**src/rtl/l2_icache_pkg.sv**
```systemverilog
// l2_icache_pkg
//   Shared types and constants for the direct-mapped L2 instruction cache.
//   Contents:
//     L2_LINE_W / L2_LADDR_W  default line width and line-address width
//     state_t                 controller state encoding
//     tag_w() / set_w()       field widths of a line address {tag,set}
//   Optional feature macro: L2_NEXT_LINE_PREFETCH_EN adds the prefetch states.
package l2_icache_pkg;

  localparam int L2_LINE_W  = 128;
  localparam int L2_LADDR_W = 28;

`ifdef L2_NEXT_LINE_PREFETCH_EN
  typedef enum logic [2:0] {
    IDLE     = 3'd0,
    LOOKUP   = 3'd1,
    REFILL   = 3'd2,
    RESPOND  = 3'd3,
    GAP      = 3'd4,
    PF_CHECK = 3'd5,
    PF_FILL  = 3'd6
  } state_t;
`else
  typedef enum logic [2:0] {
    IDLE     = 3'd0,
    LOOKUP   = 3'd1,
    REFILL   = 3'd2,
    RESPOND  = 3'd3,
    GAP      = 3'd4
  } state_t;
`endif

  function automatic int tag_w(input int laddr_w, input int set_bits);
    return laddr_w - set_bits;
  endfunction

  function automatic int set_w(input int set_bits);
    return set_bits;
  endfunction

endpackage

```
**src/rtl/l2_line_array.sv**
```systemverilog
// l2_line_array
//   Valid/tag/data storage for the direct-mapped L2 instruction cache.
//   Ports:
//     clk, reset            clock and synchronous active-high reset
//     rd_set                set index for the combinational read
//     rd_valid/tag/line     contents of the indexed set
//     wr_en/set/tag/line    synchronous line install (also sets valid)
//   Reset clears the valid bits only; tag and data storage keep their contents.
module l2_line_array
  import l2_icache_pkg::*;
#(
  parameter int SET_BITS = 5,
  parameter int TAG_W    = 23,
  parameter int LINE_W   = L2_LINE_W
) (
  input  logic                clk,
  input  logic                reset,
  input  logic [SET_BITS-1:0] rd_set,
  output logic                rd_valid,
  output logic [TAG_W-1:0]    rd_tag,
  output logic [LINE_W-1:0]   rd_line,
  input  logic                wr_en,
  input  logic [SET_BITS-1:0] wr_set,
  input  logic [TAG_W-1:0]    wr_tag,
  input  logic [LINE_W-1:0]   wr_line
);

  localparam int NUM_SETS = 1 << set_w(SET_BITS);

  logic [NUM_SETS-1:0] valid;
  logic [TAG_W-1:0]    tag_mem  [NUM_SETS];
  logic [LINE_W-1:0]   data_mem [NUM_SETS];

  always_ff @(posedge clk) begin
    if (reset) begin
      valid <= '0;
    end else if (wr_en) begin
      valid[wr_set] <= 1'b1;
    end
  end

  always_ff @(posedge clk) begin
    if (wr_en) begin
      tag_mem[wr_set]  <= wr_tag;
      data_mem[wr_set] <= wr_line;
    end
  end

  assign rd_valid = valid[rd_set];
  assign rd_tag   = tag_mem[rd_set];
  assign rd_line  = data_mem[rd_set];

endmodule

```
**src/rtl/l2_icache_dm.sv**
```systemverilog
// l2_icache_dm
//   Direct-mapped, read-only L2 instruction cache between the L1 miss port
//   and main memory. Hits answer two cycles after the request is seen;
//   misses refill the line from memory and then answer.
//   Ports:
//     clk, proc_reset        clock, synchronous active-high reset
//     l1_read/l1_addr        line read request (level, held until l1_ready)
//     l1_write/l1_wdata      unsupported, ignored
//     l1_rdata/l1_ready      one-cycle response; data is zero otherwise
//     mem_read/mem_addr      memory line request (level, held until ready)
//     mem_write/mem_wdata    tied to zero
//     mem_rdata/mem_ready    memory response, registered before use
//   Optional feature macro: L2_NEXT_LINE_PREFETCH_EN (next-line prefetch
//   after a refill).
//
//   state    | meaning
//   ---------+------------------------------------------------------------
//   IDLE     | waiting for l1_read; captures l1_addr into req_addr
//   LOOKUP   | tag compare on req_addr
//   REFILL   | memory read of req_addr until registered mem_ready
//   RESPOND  | one-cycle l1_ready with the line
//   GAP      | ignore a still-held l1_read for one cycle
//   PF_CHECK | (prefetch) test whether line req_addr+1 is present
//   PF_FILL  | (prefetch) fetch and install line req_addr+1
module l2_icache_dm
  import l2_icache_pkg::*;
#(
  parameter int SET_BITS = 5,
  parameter int LINE_W   = L2_LINE_W,
  parameter int LADDR_W  = L2_LADDR_W
) (
  input  logic               clk,
  input  logic               proc_reset,
  input  logic               l1_read,
  input  logic               l1_write,
  input  logic [LADDR_W-1:0] l1_addr,
  input  logic [LINE_W-1:0]  l1_wdata,
  output logic [LINE_W-1:0]  l1_rdata,
  output logic               l1_ready,
  output logic               mem_read,
  output logic               mem_write,
  output logic [LADDR_W-1:0] mem_addr,
  output logic [LINE_W-1:0]  mem_wdata,
  input  logic [LINE_W-1:0]  mem_rdata,
  input  logic               mem_ready
);

  localparam int TAG_W = tag_w(LADDR_W, SET_BITS);

  state_t             state, state_nxt;
  logic [LADDR_W-1:0] req_addr;
  logic               mem_ready_q;
  logic [LINE_W-1:0]  mem_rdata_q;

  logic [LADDR_W-1:0] lookup_addr;
  logic               rd_valid;
  logic [TAG_W-1:0]   rd_tag;
  logic [LINE_W-1:0]  rd_line;
  logic               hit;
  logic               fill_state;
  logic               wr_en;

  // Writes are not supported; these inputs are deliberately dropped.
  logic unused_l1_write;
  assign unused_l1_write = ^{l1_write, l1_wdata};

  assign mem_write = 1'b0;
  assign mem_wdata = '0;

`ifdef L2_NEXT_LINE_PREFETCH_EN
  logic was_miss;

  // PF_CHECK probes the next line before req_addr is advanced to it.
  assign lookup_addr = (state == PF_CHECK) ? req_addr + LADDR_W'(1) : req_addr;
  assign fill_state  = (state == REFILL) || (state == PF_FILL);
`else
  assign lookup_addr = req_addr;
  assign fill_state  = (state == REFILL);
`endif

  assign hit   = rd_valid && (rd_tag == lookup_addr[LADDR_W-1:SET_BITS]);
  // A reset in the same cycle as the memory response must not install the line.
  assign wr_en = fill_state && mem_ready_q && !proc_reset;

  l2_line_array #(
    .SET_BITS (SET_BITS),
    .TAG_W    (TAG_W),
    .LINE_W   (LINE_W)
  ) u_array (
    .clk      (clk),
    .reset    (proc_reset),
    .rd_set   (lookup_addr[SET_BITS-1:0]),
    .rd_valid (rd_valid),
    .rd_tag   (rd_tag),
    .rd_line  (rd_line),
    .wr_en    (wr_en),
    .wr_set   (req_addr[SET_BITS-1:0]),
    .wr_tag   (req_addr[LADDR_W-1:SET_BITS]),
    .wr_line  (mem_rdata_q)
  );

  always_ff @(posedge clk) begin
    if (proc_reset) begin
      state       <= IDLE;
      req_addr    <= '0;
      mem_ready_q <= 1'b0;
      mem_rdata_q <= '0;
    end else begin
      state       <= state_nxt;
      mem_ready_q <= mem_ready;
      mem_rdata_q <= mem_rdata;
      if (state == IDLE && l1_read) begin
        req_addr <= l1_addr;
      end
`ifdef L2_NEXT_LINE_PREFETCH_EN
      if (state == PF_CHECK) begin
        req_addr <= req_addr + LADDR_W'(1);
      end
`endif
    end
  end

`ifdef L2_NEXT_LINE_PREFETCH_EN
  // Remembers whether the transaction now responding came from a refill.
  always_ff @(posedge clk) begin
    if (proc_reset) begin
      was_miss <= 1'b0;
    end else if (state == LOOKUP) begin
      was_miss <= !hit;
    end
  end
`endif

  always_comb begin
    state_nxt = state;
    l1_ready  = 1'b0;
    l1_rdata  = '0;
    mem_read  = 1'b0;
    mem_addr  = '0;
    case (state)
      IDLE: begin
        if (l1_read) begin
          state_nxt = LOOKUP;
        end
      end
      LOOKUP: begin
        state_nxt = hit ? RESPOND : REFILL;
      end
      REFILL: begin
        if (mem_ready_q) begin
          state_nxt = RESPOND;
        end else begin
          mem_read = 1'b1;
          mem_addr = req_addr;
        end
      end
      RESPOND: begin
        l1_ready  = 1'b1;
        l1_rdata  = rd_line;
        state_nxt = GAP;
      end
      GAP: begin
`ifdef L2_NEXT_LINE_PREFETCH_EN
        state_nxt = was_miss ? PF_CHECK : IDLE;
`else
        state_nxt = IDLE;
`endif
      end
`ifdef L2_NEXT_LINE_PREFETCH_EN
      PF_CHECK: begin
        state_nxt = hit ? IDLE : PF_FILL;
      end
      PF_FILL: begin
        if (mem_ready_q) begin
          state_nxt = IDLE;
        end else begin
          mem_read = 1'b1;
          mem_addr = req_addr;
        end
      end
`endif
      default: begin
        state_nxt = IDLE;
      end
    endcase
  end

endmodule

```
**config.mk**
```make
export PLATFORM = sky130hd
export DESIGN_NAME = l2_icache_dm
export DESIGN_NICKNAME = d
export VERILOG_FILES = /design/src/rtl/l2_icache_pkg.sv /design/src/rtl/l2_line_array.sv /design/src/rtl/l2_icache_dm.sv
export SDC_FILE = /design/constraint.sdc
export NUM_CORES = 2
export LEC_CHECK = 0
export CELL_PAD_IN_SITES_DETAIL_PLACEMENT = 1
export CELL_PAD_IN_SITES_GLOBAL_PLACEMENT = 2
export CORE_MARGIN = 2
export CORE_UTILIZATION = 47
export CTS_BUF_LIST = sky130_fd_sc_hd__clkbuf_8
export DETAILED_ROUTE_END_ITERATION = 8
export PLACE_DENSITY = 0.79
export SLEW_MARGIN = 40
export SYNTH_ARGS = -nofsm -noshare
export SYNTH_HDL_FRONTEND = slang
export SYNTH_MEMORY_MAX_BITS = 65536
export SYNTH_SLANG_ARGS = --single-unit
```
**constraint.sdc**
```tcl
create_clock -name clk -period 9.75 [get_ports clk]
set_clock_uncertainty 0.1 [all_clocks]
set_input_delay 1.95 -clock clk [delete_from_list [all_inputs] [get_ports clk]]
set_output_delay 1.95 -clock clk [all_outputs]
set_load 0.02 [all_outputs]
```
==> run metrics <==
DIE WIDTH=640.7 um; kind of critical path=register to output port; CP Buf/Inv Count=6; CP endpoint kind=output port; fin util=53.75%; Hold Crit Class=register to register; clock-pin transition on the worst setup and hold timing paths=60 ps; Synth cell types=57; final setup vio count=0; Most used DFF post-synth=edfxtp_1; Setup TNS Final=0 ps; Clock Sinks=5029; Slowest-stage cell, CP=clkdlybuf4s50_1; Max Slew Vio Count=0; die area=0.4105 mm2; post-synth top area cell=edfxtp_1; total power per unit cell area=198.5 mW/mm2; Inserted Clock Buffers=777; clock latency on the worst-skew pair=1280 ps; CTS resizes=0; GPL Wtd Cong=0.7405; status=finished, final reports clean; Synth top area share=76.15%; # port buffers=317; fin crit period=7526 ps; root buffer cell=clkbuf_8; CTS tree=done; area delta synth->final=13.73%; via/cell ratio=6.069; Routed WL=512900 um; vias=91630; CTS Hold Bufs=0; commonest cells after routing, fill and taps aside=edfxtp_1, mux4_2, clkbuf_8; commonest non-fill, non-tap cell in the layout=edfxtp_1; starting density of the core=47.26%; max-cap violations=0; share of cells above drive strength 1=29.95%; Yosys reg bits=5029; CP Max Fanout=60; Cells after Synth=8076; post-DR wirelength/cell=33.97 um; largest net degree at the start of global routing=132; number of remaining DRC errors=0; Layout fillers=34620; delay-heaviest family, CP=buffers and inverters; Tightest Pin Transition=1216 ps; max_slew headroom=18.95%; sequential share of the synthesized area=78.22%; kind of start point of the critical path=register; core area=0.4032 mm2; Initial DRC Count=10760; Max H-tree Level=6; hpwl dp=260300 um; Initial DRT Pass Iterations=6; Nets=9290; worst path cell trace=buf_12 -> buf_12 -> buf_12 -> buf_16 -> buf_4 -> mux4_2 -> mux4_2 -> nand2_1 -> a21oi_1 -> clkdlybuf4s50_1; die height=640.7 um; synthesized area=0.1905 mm2; asr flop ratio synth=0%; mean area per synthesized cell=23.59 um2; crit path DAT=5480 ps; Max clock buf depth=4; reg2reg setup slack=4690 ps; power consumption=43.00 mW; VDD IR max=147.3 uV; grt ovf=0; top cells by area, synth=edfxtp_1, mux4_2, dfxtp_1; final hold vios=0; post-CTS setup buffers=0; RSZ-0062 raised after global routing=no; Fmax=132.9 MHz; initial antenna violation count=17; first-pass GRT wire length=719500 um; max incr delay on CP=620 ps; worst path required time=7700 ps; vias in the first global route=96980; Post-synth EDFFs=4832; Total GRT Usage=24.87%; # rows=233; Final ANT Viol Nets=0; Leakage=68.07 nW; IO Count=576; Most common cell on crit path=buf_12; Ys Warns=0; Final Cycle Share=77.19%
==> worst register-to-register path, stage by stage (launching register included) <==
cell and delay (ps):
dfxtp_4 590, buf_12 290, buf_12 360, buf_12 560, mux4_2 630, a22o_1 230
a221oi_1 610, o31ai_1 170, nor4_1 310, nand4_1 180, nor4_1 750, a21o_1 220
==> metrics by stage <==
step / hold WS (ps) / worst slack, ps / instances / instance area (um2)
6_report: 366.3 / 2224 / 15100 / 216700
5_1_grt: 391.1 / 2009 / 15090 / 216700
4_1_cts: 370.1 / 2102 / 15050 / 216200
3_5_place_dp: 358.7 / 3444 / 13620 / 201600
3_3_place_gp: 349.4 / 3294 / 13580 / 200500
2_1_floorplan: 334.8 / 23.64 / 8204 / 191000
==> layout make-up <==
class | count | area, um2 | area share [%]
Antenna cell | 39 | 97.59 | 0.04504
Clock buffer | 834 | 11480 | 5.297
Clock inverter | 598 | 3080 | 1.422
Inverter | 7 | 41.29 | 0.01905
Multi-Input combinational cell | 2613 | 39290 | 18.13
Sequential cell | 5029 | 149200 | 68.86
Tap cell | 5405 | 6763 | 3.121
Timing Repair Buffer | 573 | 6733 | 3.107
==> final timing paths <==
path                     startpoint                 to  cells past startpoint
setup / recovery           register      l1_rdata[125]                     10
hold / removal    u_array.valid[10]  u_array.valid[10]                      2
setup reg to reg           register           state[0]                     11
hold reg to reg   u_array.valid[10]  u_array.valid[10]                      2
==> power by group <==
part | leakage (nW) | total, mW | switching (mW) | internal, mW
sequential | 46.0 | 24.0 | 0.248 | 23.7
clock | 8.53 | 16.6 | 8.39 | 8.24
combinational | 13.6 | 2.39 | 1.25 | 1.14
total | 68.1 | 43.0 | 9.89 | 33.1
==> flip-flops by register name, summed over array words and instances, names as in the netlist, named ones only <==
signal	count
u_array.data_mem	4096
u_array.tag_mem	736
mem_rdata_q	128
u_array.valid	32
lookup_addr	28
state	3
mem_ready_q	1
==> routing by layer <==
metal / track usage, % / vias up / part of all wire (%)
li1: - / 35970 / -
met5: 0 / - / 0.0025
met4: 9.317 / 2 / 3.4
met3: 4.744 / 866 / 8.3
met1: 33.45 / 49810 / 39
met2: 40.70 / 4985 / 50
==> cell usage after synthesis, types with 10 or more instances <==
cell	count
and2_1	32
mux4_2	1455
dfxtp_1	197
nor2b_1	141
xor2_1	15
mux4_1	12
mux2i_1	44
buf_4	148
edfxtp_1	4832
nand3_1	10
o21ai_0	11
clkbuf_1	154
nand2_1	347
a22oi_1	23
buf_2	195
buf_1	49
nor2_1	102
a21oi_1	176
==> cells by family (layout without fill, tap and decap cells) <==
logic type	after synthesis	after routing	synth area share [%]
and+or+nand+nor	669	669	1.600
muxes	1518	1518	17.64
DFF	5029	5029	78.22
other	1	168	0.001968
xor gates and xnor gates	22	22	0.1011
AOI/OAI and AO/OA	275	275	0.8668
buffers and inverters	562	2012	1.571
(Power assumes the default switching activity.)
